## config.mk

```make
export PLATFORM = sky130hd
export DESIGN_NAME = downsample_engine
export DESIGN_NICKNAME = d
export VERILOG_FILES = /design/src/rtl/ds_pkg.sv /design/src/rtl/ds_addr_gen.sv /design/src/rtl/downsample_engine.sv
export SDC_FILE = /design/constraint.sdc
export NUM_CORES = 1
export LEC_CHECK = 0
export CAP_MARGIN = 20
export CORE_ASPECT_RATIO = 0.5
export CORE_UTILIZATION = 48
export DETAILED_ROUTE_END_ITERATION = 10
export MAX_ROUTING_LAYER = met4
export PLACE_DENSITY = 0.69
export SYNTH_ARGS = -nofsm -noshare
export SYNTH_HDL_FRONTEND = slang
export SYNTH_HIERARCHICAL = 1
export SYNTH_SLANG_ARGS = --single-unit
```

## constraint.sdc

```tcl
create_clock -name clk_i -period 5 [get_ports clk_i]
set_input_delay 1 -clock clk_i [delete_from_list [all_inputs] [get_ports clk_i]]
set_output_delay 1 -clock clk_i [all_outputs]
set_load 0.01 [all_outputs]
```

## src/rtl/ds_pkg.sv

```systemverilog
// rtl/ds_pkg.sv - shared state encoding, mode constants and accumulator sizing for the downsampler
package ds_pkg;

  typedef enum logic [2:0] {
    ST_IDLE,
    ST_READ,
    ST_ACC,
    ST_WRITE,
    ST_DONE
  } state_e;

  localparam logic MODE_AVG = 1'b0;
  localparam logic MODE_DEC = 1'b1;

  // A full FxF tile of maximum pixels plus the half-LSB rounding term still fits.
  function automatic int acc_w(input int pix_w, input int log2f);
    return pix_w + 2 * log2f;
  endfunction

endpackage

```

## src/rtl/ds_addr_gen.sv

```systemverilog
// rtl/ds_addr_gen.sv - tile/output counters and incrementally maintained row-base addresses
module ds_addr_gen
  import ds_pkg::*;
#(
  parameter int ADDR_W = 16,
  parameter int DIM_W  = 8,
  parameter int LOG2F  = 1
) (
  input  logic              clk_i,
  input  logic              reset_i,
  input  logic              load_i,
  input  logic [ADDR_W-1:0] src_base_i,
  input  logic [ADDR_W-1:0] dst_base_i,
  input  logic [DIM_W-1:0]  img_w_i,
  input  logic [DIM_W-1:0]  img_h_i,
  input  logic              step_k_i,
  input  logic              step_o_i,
  output logic [ADDR_W-1:0] src_addr_o,
  output logic [ADDR_W-1:0] dst_addr_o,
  output logic              tile_last_o,
  output logic              img_last_o
);

  localparam int F   = 1 << LOG2F;
  localparam int K_W = (LOG2F == 0) ? 1 : LOG2F;

  logic [K_W-1:0]    kx_q, kx_d, ky_q, ky_d;
  logic [DIM_W-1:0]  ox_q, ox_d, oy_q, oy_d;
  logic [DIM_W-1:0]  img_w_q, img_w_d, out_w_q, out_w_d, out_h_q, out_h_d;
  logic [ADDR_W-1:0] src_tile_q, src_tile_d, src_row_q, src_row_d;
  logic [ADDR_W-1:0] dst_row_q, dst_row_d, col_q, col_d;
  logic              kx_last, ky_last, ox_last, oy_last;
  logic [ADDR_W-1:0] tile_stride;

  assign kx_last     = (kx_q == K_W'(F - 1));
  assign ky_last     = (ky_q == K_W'(F - 1));
  assign ox_last     = (ox_q == out_w_q - DIM_W'(1));
  assign oy_last     = (oy_q == out_h_q - DIM_W'(1));
  assign tile_last_o = kx_last && ky_last;
  assign img_last_o  = ox_last && oy_last;
  assign tile_stride = ADDR_W'(img_w_q) << LOG2F;

  assign src_addr_o = src_row_q + col_q + ADDR_W'(kx_q);
  assign dst_addr_o = dst_row_q + ADDR_W'(ox_q);

  always_comb begin
    kx_d       = kx_q;
    ky_d       = ky_q;
    ox_d       = ox_q;
    oy_d       = oy_q;
    img_w_d    = img_w_q;
    out_w_d    = out_w_q;
    out_h_d    = out_h_q;
    src_tile_d = src_tile_q;
    src_row_d  = src_row_q;
    dst_row_d  = dst_row_q;
    col_d      = col_q;
    if (load_i) begin
      kx_d       = '0;
      ky_d       = '0;
      ox_d       = '0;
      oy_d       = '0;
      img_w_d    = img_w_i;
      out_w_d    = img_w_i >> LOG2F;
      out_h_d    = img_h_i >> LOG2F;
      src_tile_d = src_base_i;
      src_row_d  = src_base_i;
      dst_row_d  = dst_base_i;
      col_d      = '0;
    end else if (step_o_i) begin
      kx_d = '0;
      ky_d = '0;
      if (ox_last) begin
        ox_d       = '0;
        oy_d       = oy_q + DIM_W'(1);
        col_d      = '0;
        src_tile_d = src_tile_q + tile_stride;
        src_row_d  = src_tile_q + tile_stride;
        dst_row_d  = dst_row_q + ADDR_W'(out_w_q);
      end else begin
        ox_d      = ox_q + DIM_W'(1);
        col_d     = col_q + ADDR_W'(F);
        src_row_d = src_tile_q;
      end
    end else if (step_k_i) begin
      if (kx_last) begin
        kx_d      = '0;
        ky_d      = ky_q + K_W'(1);
        src_row_d = src_row_q + ADDR_W'(img_w_q);
      end else begin
        kx_d = kx_q + K_W'(1);
      end
    end
  end

  always_ff @(posedge clk_i or posedge reset_i) begin
    if (reset_i) begin
      kx_q       <= '0;
      ky_q       <= '0;
      ox_q       <= '0;
      oy_q       <= '0;
      img_w_q    <= '0;
      out_w_q    <= '0;
      out_h_q    <= '0;
      src_tile_q <= '0;
      src_row_q  <= '0;
      dst_row_q  <= '0;
      col_q      <= '0;
    end else begin
      kx_q       <= kx_d;
      ky_q       <= ky_d;
      ox_q       <= ox_d;
      oy_q       <= oy_d;
      img_w_q    <= img_w_d;
      out_w_q    <= out_w_d;
      out_h_q    <= out_h_d;
      src_tile_q <= src_tile_d;
      src_row_q  <= src_row_d;
      dst_row_q  <= dst_row_d;
      col_q      <= col_d;
    end
  end

endmodule

```

## src/rtl/downsample_engine.sv

```systemverilog
// rtl/downsample_engine.sv - FSM, accumulator and memory strobes of the image downsampler
module downsample_engine
  import ds_pkg::*;
#(
  parameter int PIX_W  = 8,
  parameter int ADDR_W = 16,
  parameter int DIM_W  = 8,
  parameter int LOG2F  = 1
) (
  input  logic              clk_i,
  input  logic              reset_i,
  input  logic              start_i,
  input  logic              mode_i,
  input  logic              round_en_i,
  input  logic [ADDR_W-1:0] src_base_i,
  input  logic [ADDR_W-1:0] dst_base_i,
  input  logic [DIM_W-1:0]  img_w_i,
  input  logic [DIM_W-1:0]  img_h_i,
  input  logic              abort_i,
  output logic              busy_o,
  output logic              done_o,
  output logic [ADDR_W-1:0] mem_addr_o,
  output logic              mem_rd_o,
  output logic              mem_wr_o,
  output logic [PIX_W-1:0]  mem_wdata_o,
  input  logic [PIX_W-1:0]  mem_rdata_i
);

  localparam int ACC_W = acc_w(PIX_W, LOG2F);
  localparam int F     = 1 << LOG2F;
  localparam logic [ACC_W-1:0] RND = ACC_W'((1 << (2 * LOG2F)) >> 1);

  state_e            state_q, state_d;
  logic [ACC_W-1:0]  acc_q, acc_d, avg_sum;
  logic              mode_q, round_q, load;
  logic              step_k, step_o, tile_last, img_last, too_small;
  logic [ADDR_W-1:0] addr_q, src_addr, dst_addr;
  logic [PIX_W-1:0]  wdata_q, avg_pix;

  ds_addr_gen #(
    .ADDR_W(ADDR_W),
    .DIM_W (DIM_W),
    .LOG2F (LOG2F)
  ) u_addr_gen (
    .clk_i      (clk_i),
    .reset_i    (reset_i),
    .load_i     (load),
    .src_base_i (src_base_i),
    .dst_base_i (dst_base_i),
    .img_w_i    (img_w_i),
    .img_h_i    (img_h_i),
    .step_k_i   (step_k),
    .step_o_i   (step_o),
    .src_addr_o (src_addr),
    .dst_addr_o (dst_addr),
    .tile_last_o(tile_last),
    .img_last_o (img_last)
  );

  assign too_small = (img_w_i < DIM_W'(F)) || (img_h_i < DIM_W'(F));
  assign avg_sum   = acc_q + (round_q ? RND : '0);
  assign avg_pix   = PIX_W'(avg_sum >> (2 * LOG2F));
  assign busy_o    = (state_q != ST_IDLE);

  always_comb begin
    state_d     = state_q;
    acc_d       = acc_q;
    load        = 1'b0;
    step_k      = 1'b0;
    step_o      = 1'b0;
    done_o      = 1'b0;
    mem_rd_o    = 1'b0;
    mem_wr_o    = 1'b0;
    mem_addr_o  = addr_q;
    mem_wdata_o = wdata_q;
    unique case (state_q)
      ST_IDLE: begin
        if (start_i) begin
          load    = 1'b1;
          acc_d   = '0;
          state_d = too_small ? ST_DONE : ST_READ;
        end
      end
      ST_READ: begin
        mem_rd_o   = 1'b1;
        mem_addr_o = src_addr;
        state_d    = ST_ACC;
      end
      ST_ACC: begin
        acc_d = acc_q + ACC_W'(mem_rdata_i);
        if (mode_q == MODE_DEC || tile_last) begin
          state_d = ST_WRITE;
        end else begin
          step_k  = 1'b1;
          state_d = ST_READ;
        end
      end
      ST_WRITE: begin
        mem_wr_o    = 1'b1;
        mem_addr_o  = dst_addr;
        // In decimate mode acc was cleared before its single read, so it is the pixel itself.
        mem_wdata_o = (mode_q == MODE_DEC) ? acc_q[PIX_W-1:0] : avg_pix;
        acc_d       = '0;
        step_o      = 1'b1;
        state_d     = img_last ? ST_DONE : ST_READ;
      end
      ST_DONE: begin
        done_o  = 1'b1;
        state_d = ST_IDLE;
      end
      default: state_d = ST_IDLE;
    endcase
    if (abort_i && state_q != ST_IDLE) begin
      state_d = ST_IDLE;
      done_o  = 1'b0;
    end
  end

  always_ff @(posedge clk_i or posedge reset_i) begin
    if (reset_i) begin
      state_q <= ST_IDLE;
      acc_q   <= '0;
      mode_q  <= MODE_AVG;
      round_q <= 1'b0;
      addr_q  <= '0;
      wdata_q <= '0;
    end else begin
      state_q <= state_d;
      acc_q   <= acc_d;
      addr_q  <= mem_addr_o;
      wdata_q <= mem_wdata_o;
      if (load) begin
        mode_q  <= mode_i;
        round_q <= round_en_i;
      end
    end
  end

endmodule
```

# Word-level counts from Yosys, hierarchy flattened
# Index checks and enable logic that the tools add are counted.
[totals]
regBits = 143
out_inout_bits = 28
[classes]
addsub = 15
order_cmp = 2
eq_ne = 8
mux = 47
n_reduce_logical = 15
[op_table]
columns = ["cell", "n"]
rows = [
  ["two-way mux 16 bit", 13],
  ["two-way mux 8 bit", 8],
  ["adder 16 x 8 -> 16 bit", 2],
  ["case mux 16 bit (2 select lines)", 1],
  ["case mux 10 bit (3 select lines)", 1],
  ["adder 16 x 1 -> 16 bit", 1],
  ["adder 16 bit", 1],
  ["adder 16 x 2 -> 16 bit (second input constant)", 1],
  ["adder 16 x 7 -> 16 bit", 1],
  ["adder 16 x 9 -> 16 bit", 1],
  ["adder 8 x 1 -> 8 bit (second input constant)", 2],
  ["== test 8 bit", 2],
  ["less-than comparator 8 x 2 -> 1 bit (second input constant)", 2],
  ["two-way mux 1 bit", 16],
  ["subtractor 7 x 1 -> 8 bit (second input constant)", 2],
  ["two-way mux 3 bit", 4],
  ["case mux 3 bit (4 select lines)", 1],
  ["nonzero test 3 bit", 4],
  ["adder 10 x 2 -> 10 bit", 1],
  ["adder 10 x 8 -> 10 bit", 1],
  ["two-way mux 10 bit", 1],
  ["== test 3 x 2 -> 1 bit (second input constant)", 2],
  ["AND reduction 2 bit", 3],
  ["two-way mux 2 bit", 2],
  ["9 further kinds", 14],
]

# Logic depth before layout (Yosys ltp)
[logic_depth]
word_depth = 7
mapped_depth = 15

# Hierarchy
# Netlist, hierarchy kept.
[by_module_without_submodules]
columns = ["module", "n_inst", "cells_per_inst", "area_per_inst_um2", "seq_area_each_um2"]
rows = [
  ["ds_addr_gen", 1, 852, 7382.1, 2402.3],
  ["downsample_engine", 1, 249, 2275.9, 975.9],
]

# Least setup slack after synthesis
# Ideal clock, no wire load.
[synth_path]
kind = "register to output"
startpoint = "register u_addr_gen.kx_q (netlist: u_addr_gen/kx_last)"
endpoint = "output port mem_addr_o[14]"
arrival_time_ns = 2.653
t_required_ns = 4.000
slack_ns = 1.347
stages_incl_launch_ff = 13
path_buffers = 0
cell_sequence = "dfrtp_1 -> ha_1 -> inv_1 -> fa_1 -> nor2b_1 -> o21a_1 -> o21ai_0 -> a21oi_1 -> a211oi_1 -> or4_1 -> o311ai_0 -> mux2i_1 -> o21ai_0"
[synth_between]
elab_chain_cells = 2
[synth_rtl]
columns = ["item", "line", "rtl"]
rows = [
  ["from (decl)", "ds_addr_gen.sv:27", "logic [K_W-1:0] kx_q, kx_d, ky_q, ky_d;"],
  ["from (signal assigned)", "ds_addr_gen.sv:110", "kx_q <= kx_d;"],
  ["adder 16 x 1 -> 16 bit", "ds_addr_gen.sv:43", "assign src_addr_o = src_row_q + col_q + ADDR_W'(kx_q);"],
  ["named net src_addr[14]", "downsample_engine.sv:37", "logic [ADDR_W-1:0] addr_q, src_addr, dst_addr;"],
  ["case mux 16 bit (2 select lines)", "downsample_engine.sv:76", "unique case (state_q)"],
  ["to (decl)", "downsample_engine.sv:22", "output logic [ADDR_W-1:0] mem_addr_o,"],
]
# The timed path passes the listed nets, and every way through them passes these cells.

# Worst setup path after layout
[layout_path]
startpoint = "register u_addr_gen.src_row_q[0]"
endpoint = "output port mem_addr_o[14]"
[layout_between]
elab_chain_cells = 3
[layout_rtl]
columns = ["item", "line", "rtl"]
rows = [
  ["from (decl)", "ds_addr_gen.sv:30", "logic [ADDR_W-1:0] src_tile_q, src_tile_d, src_row_q, src_row_d;"],
  ["from (signal assigned)", "ds_addr_gen.sv:118", "src_row_q <= src_row_d;"],
  ["adder 16 bit", "ds_addr_gen.sv:43", ""],
  ["adder 16 x 1 -> 16 bit", "ds_addr_gen.sv:43", ""],
  ["named net src_addr[14]", "downsample_engine.sv:37", ""],
  ["case mux 16 bit (2 select lines)", "downsample_engine.sv:76", ""],
]
# The timed path passes the listed nets, and every way through them passes these cells.

==> results.md <==
* Crit path max-delay family: compound AO/OA/AOI/OAI gates
* Ys Warns at 6
* Status: finished clean
* Register bit total from synthesis at roughly 140
* GP Congestion at about 0.91
* Initial antenna violation count at 0
* Cell taking the most area after synthesis: dfrtp_1
* RSZ-0062 raised after global routing: yes
* Row cnt at 36
* Io pins at 90
* Post-CTS Hold Buffers at 0
* Most common cell after layout, fill and taps aside: dfrtp_1
* Top Layer Used: met4
* Crit Path Max Fanout at 3
* Register Area at roughly 3400 um^2
* Post-Route Utilization at 0.583
* Synth Flop Type: dfrtp_1
* Fin. Hold Viols at 0
* Full die area at between 20000 and 25000 um^2
* Clk sink count at between 100 and 150
* Register area share after synthesis at 0.350
* Setup Skew at ~0.0076 ns
* Drt pass-1 iters at 5
* Worst vdd ir at ~270 uV
* CTS H-tree lvls at 4
* First-pass GRT wire length at 42300 um
* N_diodes at 0
* Worst-Margin Slew at 0.907 ns
* Most frequent cells in the layout: dfrtp_1 (135), nand2_1 (120), nor2_1 (98)
* Buffers on Ports at 88
* Period minus WS final at about 4.8 ns
* Hold depth at 2
* Routed length on met3 at between 1500 and 2000 um
* Slew headroom at 0.380
* Post-Syn Instances at 1101
* Kind of critical path: flip-flop to output port
* TritonCTS clock tree: done
* P_leak at around 5 nW
* Vias at around 8500
* Critical path buffer and inverter count at 2
* Routed Antenna Nets at 0
* Syn nets at between 1000 and 1500
* Number of flops mapped to enable cells by yosys at 0
* CP required at approximately 4.0 ns
* Worst Hold Launch: wdata_q[4]
* M1 wire length at between 10000 and 15000 um
* GRT Resource Usage Total at 0.271
* Total Wirelength at 26300 um
* Die width at 203 um
* Final HPWL DP at between 15000 and 20000 um
* Final Setup Violations at 0
* CP endpoint kind: output port
* Overflow after GRT at 0
* Power, Total at approximately 7 mW
* Via/cell ratio at between 5 and 6
* Reg2reg start: u_addr_gen/img_w_q[1]
* Area occupied by multi-input gates at between 5000 and 6000 um^2
* Worst R2R Path Depth at 9
* Core area at 19600 um^2
* Worst min path class: flip-flop to flip-flop
* DRT iter0 DRCs at 577
* Clock transition at path regs at about 0.060 ns
* Starting density of the core at 0.493
* Final #Nets at 1305
* Ranking of synthesized cells by area: dfrtp_1 (35%), ha_1 (7.8%), o21ai_0 (4.9%)
* Period utilization at 0.960
* Share of layout cells above drive strength 1 at 0.0748
* Root Buffer: clkbuf_16
* Critical Path Start Type: flip-flop
* Vias in the first global route at 8150
* Cell Pwr Density at between 600 and 700 nW/um^2
* Mean post-synth cell area at 8.77 um^2
* Hold EP: wdata_q[4]
* Routed len/inst at 18.1 um
* Post-synth ARST share at 1.00
* Drc violations at 0
* Die Span Y at just over 100 um
* Num CTS Buffers at 17
* Largest net degree at the start of global routing at 57
* Critical path, cell by cell: ha_1 -> inv_1 -> fa_1 -> nor2b_1 -> o21a_1 -> o21ai_0 -> a21oi_2 -> a211oi_1 -> or4_1 -> o311ai_1 -> mux2i_1 -> o21ai_1 -> clkdlybuf4s50_1
* Reg-to-reg endpoint: u_addr_gen/dst_row_q[13]
* Max frequency at around 210 MHz
* Worst EP arrival at between 3 and 4 ns
* Number of fill cells at about 1700
* Skew-Pair Late Insertion Delay at approximately 0.43 ns
* Total negative slack at 0 ns
* Max Slew Vio Count at 0
* Max-cap violations at 0
* Maximum clock insertion buffer count at 2
* Metal2 WL at about 12000 um
* CP max stage delay at 0.59 ns
* Reg2Reg Setup Slack at roughly 1.3 ns
* CP max-delay cell: clkdlybuf4s50_1
* Post-Syn Area at 9660 um^2
* Synth unique cells at 72
* P&R area growth vs syn at 18.4%
* Yosys top cell area share at 0.350
==> kinds of logic after synthesis <==
| group | count (synthesis) | share of synthesized area |
|---|---|---|
| XOR/XNOR | 88 | 0.0798 |
| multiplexers | 42 | 0.0459 |
| AND/OR/NAND/NOR | 400 | 0.201 |
| flip-flops | 135 | 0.350 |
| adder cells (fa/ha/maj) | 66 | 0.0902 |
| AO/OA/AOI/OAI | 281 | 0.197 |
| buffers and inverters | 89 | 0.0365 |
==> power breakdown <==
part	internal [mW]	total (mW)	leakage (nW)	switching, mW
Clock	0.847	1.33	0.306	0.484
Combinational	1.55	3.54	2.94	1.99
Sequential	1.47	2.00	1.74	0.533
Total	3.87	6.87	4.98	3.00
==> tightest hold or removal path: cells and delay by family, from the launching register on <==
family,cells,cell delay (ns)
DFF,1,0.32
AOI/OAI and AO/OA,1,0.09
and+or+nand+nor,1,0.04
==> sequential cells by signal, summed over array words and instances, names as in the netlist, 10 cells and up <==
register / cells
addr_q: 16
u_addr_gen/dst_row_q: 16
u_addr_gen/src_row_q: 16
u_addr_gen/src_tile_q: 16
u_addr_gen/col_q: 15
acc_q: 10
==> worst max path at each step <==
stage	startpoint	slack, ns	cells past startpoint	endpoint
finish	u_addr_gen/src_row_q[0]	0.20	13	mem_addr_o[14]
global route	u_addr_gen/src_row_q[1]	-0.03	11	mem_addr_o[15]
CTS	u_addr_gen/src_row_q[0]	0.04	13	mem_addr_o[14]
detailed placement	u_addr_gen/kx_last	0.51	13	mem_addr_o[14]
global placement	u_addr_gen/kx_last	0.55	13	mem_addr_o[14]
floorplan	u_addr_gen/kx_last	1.35	12	mem_addr_o[14]
==> per-stage QoR <==
stage	worst slack [ns]	hold slack (ns)	cells	cell area [um^2]
after global placement	0.552	0.476	1424	10800
after detailed placement	0.511	0.484	1424	10800
after CTS	0.0413	0.499	1456	11400
after global routing	-0.0337	0.515	1456	11400
final	0.198	0.492	1456	11400
after floorplan	1.35	0.467	1101	9660
==> cell type report <==
| cell class | count | area share |
|---|---|---|
| repair buffers | 102 | 0.0863 |
| flip-flops and latches | 135 | 0.296 |
| clock buffers | 24 | 0.0439 |
| clock inverters | 8 | 0.0103 |
| multi-input cells | 877 | 0.520 |
| well taps | 266 | 0.0291 |
| inverters | 44 | 0.0147 |
==> cell usage after synthesis, types with 9 or more instances <==
cell type	number
dfrtp_1	135
nand2_1	120
nor2_1	98
o21ai_0	94
ha_1	60
xnor2_1	53
a21oi_1	47
inv_1	44
nand3_1	41
xor2_1	35
clkbuf_1	34
nor3_1	25
mux2i_1	24
nand4_1	20
mux2_2	18
and3_1	17
a211oi_1	16
a21o_1	14
a31oi_1	13
and2_1	13
nor2b_1	13
o21a_1	13
a22oi_1	9
==> what timing repair did <==
item | CTS | global route
buffers inserted | 0 | 0
setup endpoints to repair | 0 | 4
gates resized for setup | 0 | 7
==> routing by layer <==
layer | track usage | vias to the layer above
met1 | 0.367 | 4080
met5 | - | -
li1 | - | 4142
met4 | 0.0642 | 0
met2 | 0.417 | 260
met3 | 0.0555 | 28
(Power assumes the default switching activity.)
